**src/rtl/ysyx_wbq_pkg.sv**
```systemverilog
// Shared types for the write-back/retire queue: the queued entry layout
// and the register-file write predicate.
package ysyx_wbq_pkg;

    localparam int WBQ_XLEN  = 32;
    localparam int WBQ_RF_AW = 5;

    typedef struct packed {
        logic [WBQ_XLEN-1:0]  pc;
        logic [WBQ_XLEN-1:0]  inst;
        logic [WBQ_RF_AW-1:0] rd;
        logic [WBQ_XLEN-1:0]  wdata;
        logic                 rwen;
        logic                 ebreak;
    } wbq_entry_t;

    localparam int WBQ_ENTRY_W = $bits(wbq_entry_t);

    // x0 is hardwired to zero, so writes to it are suppressed.
    function automatic logic rf_we_pred(input wbq_entry_t e);
        return e.rwen && (e.rd != '0);
    endfunction

endpackage

```
**src/rtl/ysyx_wbq_fifo.sv**
```systemverilog
// Generic DEPTH-entry circular buffer with push/pop/clear and occupancy.
// DEPTH must be a power of two so the pointers wrap naturally.
module ysyx_wbq_fifo #(
    parameter int DEPTH = 4,
    parameter int W     = 8
) (
    input  logic                         clk,
    input  logic                         rst,
    input  logic                         push_i,
    input  logic                         pop_i,
    input  logic                         clear_i,
    input  logic [W-1:0]                 data_i,
    output logic [W-1:0]                 data_o,
    output logic [$clog2(DEPTH+1)-1:0]   count_o,
    output logic                         full_o,
    output logic                         empty_o
);

    localparam int PW = $clog2(DEPTH);
    localparam int CW = $clog2(DEPTH+1);

    logic [W-1:0]  mem_q [DEPTH];
    logic [PW-1:0] head_q, head_d;
    logic [PW-1:0] tail_q, tail_d;
    logic [CW-1:0] count_q, count_d;

    always_comb begin
        head_d  = head_q;
        tail_d  = tail_q;
        count_d = count_q;
        if (clear_i) begin
            head_d  = '0;
            tail_d  = '0;
            count_d = '0;
        end else begin
            if (push_i) tail_d = tail_q + PW'(1);
            if (pop_i)  head_d = head_q + PW'(1);
            count_d = count_q + CW'(push_i) - CW'(pop_i);
        end
    end

    always_ff @(posedge clk) begin
        if (rst) begin
            head_q  <= '0;
            tail_q  <= '0;
            count_q <= '0;
        end else begin
            head_q  <= head_d;
            tail_q  <= tail_d;
            count_q <= count_d;
        end
    end

    // Entry storage is deliberately left out of reset.
    always_ff @(posedge clk) begin
        if (push_i && !clear_i) mem_q[tail_q] <= data_i;
    end

    assign data_o  = mem_q[head_q];
    assign count_o = count_q;
    assign full_o  = (count_q == CW'(DEPTH));
    assign empty_o = (count_q == '0);

endmodule

```
**src/rtl/ysyx_wbq.sv**
```systemverilog
// Write-back/retire queue: buffers completed instructions and retires them
// in order toward the register file, with flush, ebreak halt and retire count.
module ysyx_wbq
    import ysyx_wbq_pkg::*;
#(
    parameter int XLEN  = WBQ_XLEN,
    parameter int DEPTH = 4,
    parameter int RF_AW = WBQ_RF_AW
) (
    input  logic                       clk,
    input  logic                       rst,
    input  logic                       prev_valid,
    output logic                       ready_o,
    input  logic [XLEN-1:0]            pc,
    input  logic [XLEN-1:0]            inst,
    input  logic [RF_AW-1:0]           rd,
    input  logic [XLEN-1:0]            wdata,
    input  logic                       rwen,
    input  logic                       ebreak,
    output logic                       valid_o,
    input  logic                       next_ready,
    output logic [XLEN-1:0]            pc_o,
    output logic [XLEN-1:0]            inst_o,
    output logic                       rf_we,
    output logic [RF_AW-1:0]           rf_waddr,
    output logic [XLEN-1:0]            rf_wdata,
    input  logic                       flush,
    output logic                       halt_o,
    output logic [$clog2(DEPTH+1)-1:0] count_o,
    output logic [63:0]                retire_cnt
);

    wbq_entry_t in_entry;
    wbq_entry_t head;
    logic       full, empty;
    logic       push, retire, clear;
    logic       ebreak_fire;
    logic       halt_q, halt_d;
    logic [63:0] retire_cnt_q, retire_cnt_d;

    always_comb begin
        in_entry        = '0;
        in_entry.pc     = pc;
        in_entry.inst   = inst;
        in_entry.rd     = rd;
        in_entry.wdata  = wdata;
        in_entry.rwen   = rwen;
        in_entry.ebreak = ebreak;
    end

    assign valid_o = !empty && !halt_q;
    assign ready_o = !full && !halt_q;
    assign retire  = valid_o && next_ready;

    // Hook point for the simulator's ebreak handler; high for exactly one cycle.
    assign ebreak_fire = retire && head.ebreak;

    // Flush and halt both drop the rest of the queue and any incoming entry.
    assign clear = flush || ebreak_fire;
    assign push  = prev_valid && ready_o && !clear;

    ysyx_wbq_fifo #(
        .DEPTH (DEPTH),
        .W     (WBQ_ENTRY_W)
    ) u_fifo (
        .clk     (clk),
        .rst     (rst),
        .push_i  (push),
        .pop_i   (retire),
        .clear_i (clear),
        .data_i  (in_entry),
        .data_o  (head),
        .count_o (count_o),
        .full_o  (full),
        .empty_o (empty)
    );

    always_comb begin
        halt_d       = halt_q || ebreak_fire;
        retire_cnt_d = retire_cnt_q + (retire ? 64'd1 : 64'd0);
    end

    always_ff @(posedge clk) begin
        if (rst) begin
            halt_q       <= 1'b0;
            retire_cnt_q <= '0;
        end else begin
            halt_q       <= halt_d;
            retire_cnt_q <= retire_cnt_d;
        end
    end

    assign pc_o       = head.pc;
    assign inst_o     = head.inst;
    assign rf_we      = retire && rf_we_pred(head);
    assign rf_waddr   = head.rd;
    assign rf_wdata   = head.wdata;
    assign halt_o     = halt_q;
    assign retire_cnt = retire_cnt_q;

endmodule

```
**config.mk**
```make
export PLATFORM = sky130hd
export DESIGN_NAME = ysyx_wbq
export DESIGN_NICKNAME = d
export VERILOG_FILES = /design/src/rtl/ysyx_wbq_pkg.sv /design/src/rtl/ysyx_wbq_fifo.sv /design/src/rtl/ysyx_wbq.sv
export SDC_FILE = /design/constraint.sdc
export NUM_CORES = 1
export LEC_CHECK = 0
export ABC_AREA = 1
export ABC_CLOCK_PERIOD_IN_PS = 7700
export BUFFER_PORTS_ARGS = -buffer_cell sky130_fd_sc_hd__buf_2
export CAP_MARGIN = 25
export CORE_ASPECT_RATIO = 0.9
export CORE_MARGIN = 2
export CORE_UTILIZATION = 50
export CTS_BUF_LIST = sky130_fd_sc_hd__clkbuf_8
export CTS_CLUSTER_SIZE = 10
export DETAILED_ROUTE_END_ITERATION = 7
export PLACE_DENSITY_LB_ADDON = 0.12
export SYNTH_ARGS = -nofsm -noshare
export SYNTH_HDL_FRONTEND = slang
export SYNTH_SLANG_ARGS = --single-unit
export TNS_END_PERCENT = 5
```
**constraint.sdc**
```tcl
create_clock -name clk -period 7.7 [get_ports clk]
set_input_delay 1.54 -clock clk [delete_from_list [all_inputs] [get_ports clk]]
set_output_delay 1.54 -clock clk [all_outputs]
set_load 0.01 [all_outputs]
```
==> Flow_metrics.wiki, run 1 <==
{| class="wikitable"
! Metric !! Value
|-
| Run status || complete, no violations
|-
| Part of the power in registers || 54.8%
|-
| Kind of start point of the critical path || flop
|-
| Clk_lat worst skew || 0.65 ns
|-
| Area inside the core boundary || 0.03920 mm^2
|-
| Number of synthesized flops with an enable pin || 412
|-
| Placement-stage worst setup slack || 2.946 ns
|-
| Number of design rule violations left after detail routing || 0
|-
| Via count || 13940
|-
| Buffer levels on the longest clock path || 3
|-
| Detailed Route Iter0 Violations || 1040
|-
| Design internal power || 4.135 mW
|-
| Final WL || 48200 um
|-
| Initial cell density of the core || 50.34%
|-
| Initial antenna violation count || 8
|-
| Number of distinct library cells after synthesis || 36
|-
| Number of global-route vias before repair || 13160
|-
| Fraction of synthesized cell area taken by the top area cell type || 62.71%
|-
| Largest net degree at the start of global routing || 113
|-
| Clock-pin slew of the registers on the worst-case setup and hold paths || 0.06 ns
|-
| Deepest level of the CTS H-tree || 3
|-
| Final setup margin || 3.137 ns
|-
| Post-synth ARST share || 0%
|-
| Cell-by-cell listing of the critical path || inv_6 -> buf_4 -> buf_16 -> nand2_1 -> nand3_1 -> nand2_1 -> nand3_1 -> nor3_1 -> nor2_1 -> buf_2
|-
| Area grow syn2layout || 17.57%
|-
| Number of synthesis warnings || 0
|-
| Most instantiated library cell after synthesis || sky130_fd_sc_hd__edfxtp_1
|-
| Vias per inst || 5.222
|-
| Leak || 8.841 nW
|-
| Post-Synthesis Mean Instance Area || 11.13 um^2
|-
| Height of the die || 192.4 um
|-
| Number of iterations in the first detailed-routing pass || 5
|-
| Final Hold Viols || 0
|-
| Layout Cells excl Fill || 2669
|-
| Post-CTS setup repair buffer count || 0
|-
| Transition at the pin with the smallest max-transition slack || 0.9974 ns
|-
| Setup repair after global routing missed its margin || false
|-
| Final setup violation count || 0
|-
| Total negative slack || 0 ns
|-
| I/O pin count || 280
|-
| RD Place Congestion || 0.9176
|-
| Logic pwr share || 5.9%
|-
| Power Dens Cells || 231.1 mW/mm^2
|-
| Top cells by instance count after synthesis || sky130_fd_sc_hd__edfxtp_1 (412), sky130_fd_sc_hd__nor2_1 (355), sky130_fd_sc_hd__nand2_1 (241)
|-
| Family with the most delay on the worst path || buffers and inverters
|-
| Arrival time of data at the critical path endpoint || 3.02 ns
|-
| Cell types occupying the most area after synthesis || sky130_fd_sc_hd__edfxtp_1 (63%), sky130_fd_sc_hd__dfxtp_1 (7.5%), sky130_fd_sc_hd__nor2_1 (6.8%)
|-
| Yosys top cell by area || sky130_fd_sc_hd__edfxtp_1
|-
| Number of routed nets with antenna violations || 0
|-
| Cell area after synthesis || 0.01973 mm^2
|-
| Shortest period the worst path allows || 4.563 ns
|-
| Buffer and inverter count on the worst path || 4
|-
| Final count of pins violating max slew || 0
|-
| Type of the most critical hold path || flop to flop
|-
| Cell with the biggest individual delay on the critical path || sky130_fd_sc_hd__inv_6
|-
| Headroom to the max-slew limit || 33.35%
|-
| Ys flop type || sky130_fd_sc_hd__edfxtp_1
|-
| Die Footprint || 0.04106 mm^2
|-
| CTS tree || done
|-
| Wire length of the first global-routing pass || 72150 um
|-
| Crit Path Category || flop to primary output
|-
| DIE WIDTH || 213.4 um
|-
| Slack of the worst reg-to-reg path || 3.48 ns
|-
| Total global routing track utilization || 23.34%
|-
| CP Capture Type || primary output
|-
| NetSw || 1.225 mW
|-
| Number of clock sinks || 486
|-
| Post-synthesis sequential element count || 486
|-
| Post-route clock skew || 0.02688 ns
|-
| CP Max Fanout || 99
|-
| Number of buffers added by the clock tree synthesis step || 79
|-
| Layout cells sized above 1 || 20.26%
|-
| Clock root buffer || sky130_fd_sc_hd__clkbuf_8
|-
| Total grt overflow || 0
|-
| Input/output buffers || 279
|-
| Cells after DPL || 2524
|-
| Routed wire length per instance || 18.06 um
|-
| Data required time at the worst endpoint || 6.16 ns
|-
| Final worst hold slack || 0.4857 ns
|-
| Synthesized net count || 1890
|-
| Number of placement rows || 69
|-
| Number of hold buffers added after CTS || 0
|-
| CP max stage delay || 0.54 ns
|-
| Switching fraction of total power || 22.85%
|-
| Period Utilization, post-route || 59.26%
|-
| Count of mapped cells out of synthesis || 1773
|-
| DPL Wire Length || 29700 um
|-
| Proportion of synthesized chip area in sequential cells || 70.22%
|-
| Clock power frac || 39.3%
|-
| IR Drop Worst-Case VDD || 210.8 uV
|-
| Maximum capacitance violations || 0
|-
| Maximum clock frequency || 219.1 MHz
|-
| Number of cells upsized or downsized after cts || 0
|-
| Fin nets || 2193
|}
registers in the layout, summed over array words and instances (netlist names), named ones only:
register,flops
halt_o,1
u_fifo.mem_q,412
u_fifo.count_o,3
retire_cnt,64
u_fifo.tail_q,2
u_fifo.head_q,2
stage by stage:
step,cell area (um^2),utilization [%],power (mW)
6_report,23200,59.18,5.360
5_1_grt,23190,59.17,5.573
4_1_cts,23100,58.94,5.421
3_5_place_dp,21620,55.16,3.309
3_3_place_gp,21620,55.16,3.303
2_1_floorplan,19730,-,3.159
placed cells by master, fill, tap and decap left out, types with 2 or more instances in the layout:
| cell type | n |
|---|---|
| sky130_fd_sc_hd__a21oi_1 | 42 |
| sky130_fd_sc_hd__and2_1 | 3 |
| sky130_fd_sc_hd__and3_1 | 2 |
| sky130_fd_sc_hd__buf_16 | 3 |
| sky130_fd_sc_hd__buf_2 | 279 |
| sky130_fd_sc_hd__buf_4 | 14 |
| sky130_fd_sc_hd__bufinv_16 | 3 |
| sky130_fd_sc_hd__clkbuf_8 | 83 |
| sky130_fd_sc_hd__clkinv_1 | 9 |
| sky130_fd_sc_hd__clkinv_2 | 8 |
| sky130_fd_sc_hd__dfxtp_1 | 72 |
| sky130_fd_sc_hd__dfxtp_4 | 2 |
| sky130_fd_sc_hd__diode_2 | 5 |
| sky130_fd_sc_hd__edfxtp_1 | 412 |
| sky130_fd_sc_hd__ha_1 | 8 |
| sky130_fd_sc_hd__inv_1 | 159 |
| sky130_fd_sc_hd__inv_12 | 2 |
| sky130_fd_sc_hd__inv_2 | 4 |
| sky130_fd_sc_hd__inv_6 | 2 |
| sky130_fd_sc_hd__inv_8 | 2 |
| sky130_fd_sc_hd__nand2_1 | 241 |
| sky130_fd_sc_hd__nand2_2 | 7 |
| sky130_fd_sc_hd__nand2_4 | 3 |
| sky130_fd_sc_hd__nand3_1 | 50 |
| sky130_fd_sc_hd__nand4_1 | 4 |
| sky130_fd_sc_hd__nor2_1 | 351 |
| sky130_fd_sc_hd__nor2_2 | 6 |
| sky130_fd_sc_hd__nor2_4 | 11 |
| sky130_fd_sc_hd__nor3_1 | 12 |
| sky130_fd_sc_hd__nor3b_1 | 4 |
| sky130_fd_sc_hd__o21a_1 | 3 |
| sky130_fd_sc_hd__o21ai_0 | 206 |
| sky130_fd_sc_hd__o21bai_1 | 4 |
| sky130_fd_sc_hd__o22ai_1 | 97 |
| sky130_fd_sc_hd__xnor2_1 | 4 |
| sky130_fd_sc_hd__xor2_1 | 13 |
worst min-delay path: cells and delay by family (launching register included):
| family | cells | cell delay [ns] |
|---|---|---|
| AO/OA/AOI/OAI | 1 | 0.06 |
| buffers and inverters | 1 | 0.06 |
| flip-flops | 1 | 0.32 |
metal layers:
metal / wire, um / track usage, %
met5: 58 / 0
met4: 1421 / 8.948
met3: 3293 / 6.802
met2: 22920 / 37.89
met1: 20510 / 29.72
power groups by stage:
stage / sequential (mW) / combinational (mW) / clock [mW]
6_report: 2.94 / 0.317 / 2.10
5_1_grt: 2.94 / 0.351 / 2.28
4_1_cts: 2.94 / 0.312 / 2.17
3_5_place_dp: 3.00 / 0.311 / 0
3_3_place_gp: 3.00 / 0.307 / 0
2_1_floorplan: 3.00 / 0.158 / 0
final timing paths:
kind                           from                       endpoint  cells after the start
setup / recovery               flop                          rf_we                     10
hold / removal    halt_o$_SDFF_PP0_              halt_o$_SDFF_PP0_                      2
setup reg to reg               flop  u_fifo.mem_q[3][78]$_DFFE_PP_                      9
hold reg to reg   halt_o$_SDFF_PP0_              halt_o$_SDFF_PP0_                      2
area by class of cell:
type | count | area [um^2]
antenna | 5 | 12.51
clock buffer | 83 | 1142
clock inverter | 54 | 340.3
fill | 3349 | 16000
inverter | 136 | 515.5
multi-input combinational | 1077 | 5075
sequential | 486 | 13860
tap | 532 | 665.6
timing repair buffer | 296 | 1584
kinds of logic (layout without fill, tap and decap cells):
family                   Yosys count  count (layout)  synth area share (%)
AND/OR/NAND/NOR                  699             699                 14.57
other                              0               5                     0
XOR/XNOR                          17              17                0.7547
buffers and inverters            210             569                 4.211
flip-flops                       486             486                 70.22
AO/OA/AOI/OAI                    352             352                 9.633
adder cells (fa/ha/maj)            9               9                0.6089
(Power assumes the default switching activity.)
==> run 2, diff against run 1 <==
ABC_AREA = 0   (was 1)
ABC_CLOCK_PERIOD_IN_PS = 4100   (was 7700)
clock period = 4.1 ns   (was 7.7 ns; I/O delays follow)
==> Flow_metrics.wiki, run 2 <==
{| class="wikitable"
! Metric !! Value
|-
| Run status || complete, no violations
|-
| Clock-pin slew of the registers on the worst-case setup and hold paths || 0.06 ns
|-
| Fraction of synthesized area in multiplexers || 12.54%
|-
| Most common cell after layout, fill and taps aside || sky130_fd_sc_hd__edfxtp_1
|-
| Final WL || 38730 um
|-
| Area share of xor/xnor cells in the synthesized design || 2.131%
|-
| Number of synthesis warnings || 0
|-
| Clk_lat worst skew || 0.60 ns
|-
| Crit Path Category || flop to primary output
|-
| Final Hold Viols || 0
|-
| Fraction of synthesized cell area taken by the top area cell type || 66.88%
|-
| Transition at the pin with the smallest max-transition slack || 1.017 ns
|-
| Kind of start point of the critical path || flop
|-
| Headroom to the max-slew limit || 32.17%
|-
| Post-synth ARST share || 0%
|-
| Multi-input logic area || 0.004448 mm^2
|-
| Flip-flop count of the largest register after layout || 412
|-
| Most instantiated library cell after synthesis || sky130_fd_sc_hd__edfxtp_1
|-
| Number of hold buffers added after CTS || 0
|-
| Top cells by instance count after synthesis || sky130_fd_sc_hd__edfxtp_1 (412), sky130_fd_sc_hd__mux4_2 (103), sky130_fd_sc_hd__dfxtp_1 (74)
|-
| Main combinational cell family by area after synthesis || multiplexers
|-
| Post-Synthesis Mean Instance Area || 19.11 um^2
|-
| Placed cell areas || 0.02061 mm^2
|-
| Final worst hold slack || 0.4414 ns
|-
| Ys flop type || sky130_fd_sc_hd__edfxtp_1
|-
| Cell area after synthesis || 0.01850 mm^2
|-
| Die Footprint || 0.03855 mm^2
|-
| NetSw || 2.164 mW
|-
| Post-Synth Adder-Cell Area || 0.6494%
|-
| Part of the power in registers || 56.7%
|-
| CP Capture Type || primary output
|-
| CTS tree || done
|-
| Layout cells sized above 1 || 38.40%
|-
| Number of placement rows || 66
|-
| Number of buffers added by the clock tree synthesis step || 77
|-
| DPL Wire Length || 24830 um
|-
| Area grow syn2layout || 18.97%
|-
| Setup repair after global routing missed its margin || false
|-
| Number of clock sinks || 486
|-
| Design internal power || 7.548 mW
|-
| Post-CTS setup repair buffer count || 0
|-
| Total global routing track utilization || 20.23%
|-
| Synthesized net count || 1085
|-
| Data required time at the worst endpoint || 3.28 ns
|-
| Post-route clock skew || 0.04086 ns
|-
| IR Drop Worst-Case VDD || 372.0 uV
|-
| Number of iterations in the first detailed-routing pass || 5
|-
| Number of inserted filler cells in the final layout || 2725
|-
| Yosys top cell by area || sky130_fd_sc_hd__edfxtp_1
|-
| Complex-gate fraction of the synthesized area || 1.339%
|-
| Area inside the core boundary || 0.03633 mm^2
|-
| Top reg by flops || u_fifo.mem_q
|-
| Initial antenna violation count || 8
|-
| Initial cell density of the core || 50.91%
|-
| Fin nets || 1432
|-
| Deepest level of the CTS H-tree || 3
|-
| Leak || 7.589 nW
|-
| Shortest period the worst path allows || 3.445 ns
|-
| Clock root buffer || sky130_fd_sc_hd__clkbuf_8
|-
| DIE WIDTH || 206.7 um
|-
| Number of design rule violations left after detail routing || 0
|-
| Count of mapped cells out of synthesis || 968
|-
| Number of cells upsized or downsized after cts || 0
|-
| Area fraction in and, or, nand and nor cells after synthesis || 7.332%
|-
| Leading cell types in the layout, fill and taps excluded || sky130_fd_sc_hd__edfxtp_1 (412), sky130_fd_sc_hd__buf_2 (279), sky130_fd_sc_hd__mux4_2 (103), sky130_fd_sc_hd__clkbuf_8 (80), sky130_fd_sc_hd__dfxtp_1 (72)
|-
| Power Dens Cells || 441.3 mW/mm^2
|-
| CP Max Fanout || 26
|-
| Period Utilization, post-route || 84.03%
|-
| Detailed Route Iter0 Violations || 515
|-
| Number of distinct library cells after synthesis || 42
|-
| Type of the most critical hold path || input port to flop
|-
| Height of the die || 186.5 um
|-
| Final cell area excluding filler cells || 0.02201 mm^2
|-
| Largest net degree at the start of global routing || 69
|-
| Post-synthesis sequential element count || 486
|-
| Routed wire length per instance || 20.87 um
|-
| I/O pin count || 280
|-
| Number of synthesized flops with an enable pin || 412
|-
| Buffer levels on the longest clock path || 3
|-
| Number of routed nets with antenna violations || 0
|-
| Vias per inst || 5.408
|-
| Switching fraction of total power || 22.28%
|-
| Proportion of synthesized chip area in sequential cells || 74.89%
|-
| Logic pwr share || 5.5%
|-
| Total grt overflow || 0
|-
| Sequential cell area || 0.01386 mm^2
|-
| Clock power frac || 37.8%
|-
| Final count of pins violating max slew || 0
|-
| Maximum capacitance violations || 0
|-
| Final setup violation count || 0
|-
| Cell types occupying the most area after synthesis || sky130_fd_sc_hd__edfxtp_1 (67%), sky130_fd_sc_hd__mux4_2 (13%), sky130_fd_sc_hd__dfxtp_1 (8.0%)
|-
| Via count || 10040
|-
| RD Place Congestion || 0.8271
|-
| Wire length of the first global-routing pass || 59160 um
|-
| Input/output buffers || 279
|-
| Arrival time of data at the critical path endpoint || 2.63 ns
|-
| Number of global-route vias before repair || 10290
|-
| Maximum clock frequency || 290.2 MHz
|}
[run 2: final cells by class]
cell class              instances  share of cell area (%)
clock buffers                  80                   5.003
diodes                          5                 0.05686
flip-flops and latches        486                   62.99
well taps                     476                   2.706
inverters                      18                  0.3070
clock inverters                59                   1.291
multi-input cells             431                   20.21
repair buffers                301                   7.437
[run 2: worst paths after layout]
path / start / to / slack, ns / depth (start not counted)
worst min-delay path: pc[15] / u_fifo.mem_q[0][86]$_DFFE_PP_ / 0.44 / 1
worst min register to register: retire_cnt[58]$_SDFF_PP0_ / retire_cnt[58]$_SDFF_PP0_ / 0.50 / 2
worst max-delay path: flop / rf_we / 0.65 / 5
worst max register to register: u_fifo.count_o[1]$_SDFF_PP0_ / retire_cnt[54]$_SDFF_PP0_ / 1.23 / 9
[run 2: power by group through the flow]
stage               clock (mW)  sequential, mW  combinational (mW)
finish                    3.67            5.50               0.537
global route              4.00            5.51               0.586
CTS                       3.79            5.51               0.550
detailed placement           0            5.61               0.548
global placement             0            5.60               0.540
floorplan                    0            5.61               0.279
[run 2: through the flow]
stage	util, %	worst slack [ns]	power (mW)	std cells	setup TNS (ns)
after floorplan	-	-0.1386	5.887	968	-42.81
after global placement	56.72	0.9140	6.144	1712	0
after detailed placement	56.72	0.8339	6.158	1712	0
after CTS	60.53	0.5222	9.850	1851	0
after global routing	60.55	0.4062	10.10	1854	0
final	60.56	0.6546	9.711	1856	0
[run 2: critical path, stage by stage, from the launching register on]
cell and delay [ns]:
sky130_fd_sc_hd__dfxtp_4 0.49, sky130_fd_sc_hd__buf_4 0.51, sky130_fd_sc_hd__mux4_2 0.59, sky130_fd_sc_hd__nor3_1 0.19, sky130_fd_sc_hd__a21oi_1 0.08, sky130_fd_sc_hd__buf_2 0.16
[run 2: logic make-up after synthesis]
| group | count (synthesis) |
|---|---|
| and+or+nand+nor | 228 |
| adders and majority gates | 9 |
| buffers and inverters | 51 |
| AOI/OAI and AO/OA | 46 |
| muxes | 103 |
| DFF | 486 |
| xor gates and xnor gates | 45 |
[run 2: routing by layer]
layer,GRT usage [%],vias up,share of wire (%),wire (um)
met2,32.06,280,48,18780
met4,6.519,4,2.2,841
li1,-,4633,-,-
met5,0,-,0.062,24
met3,6.130,70,7.0,2697
met1,27.00,5051,42,16380
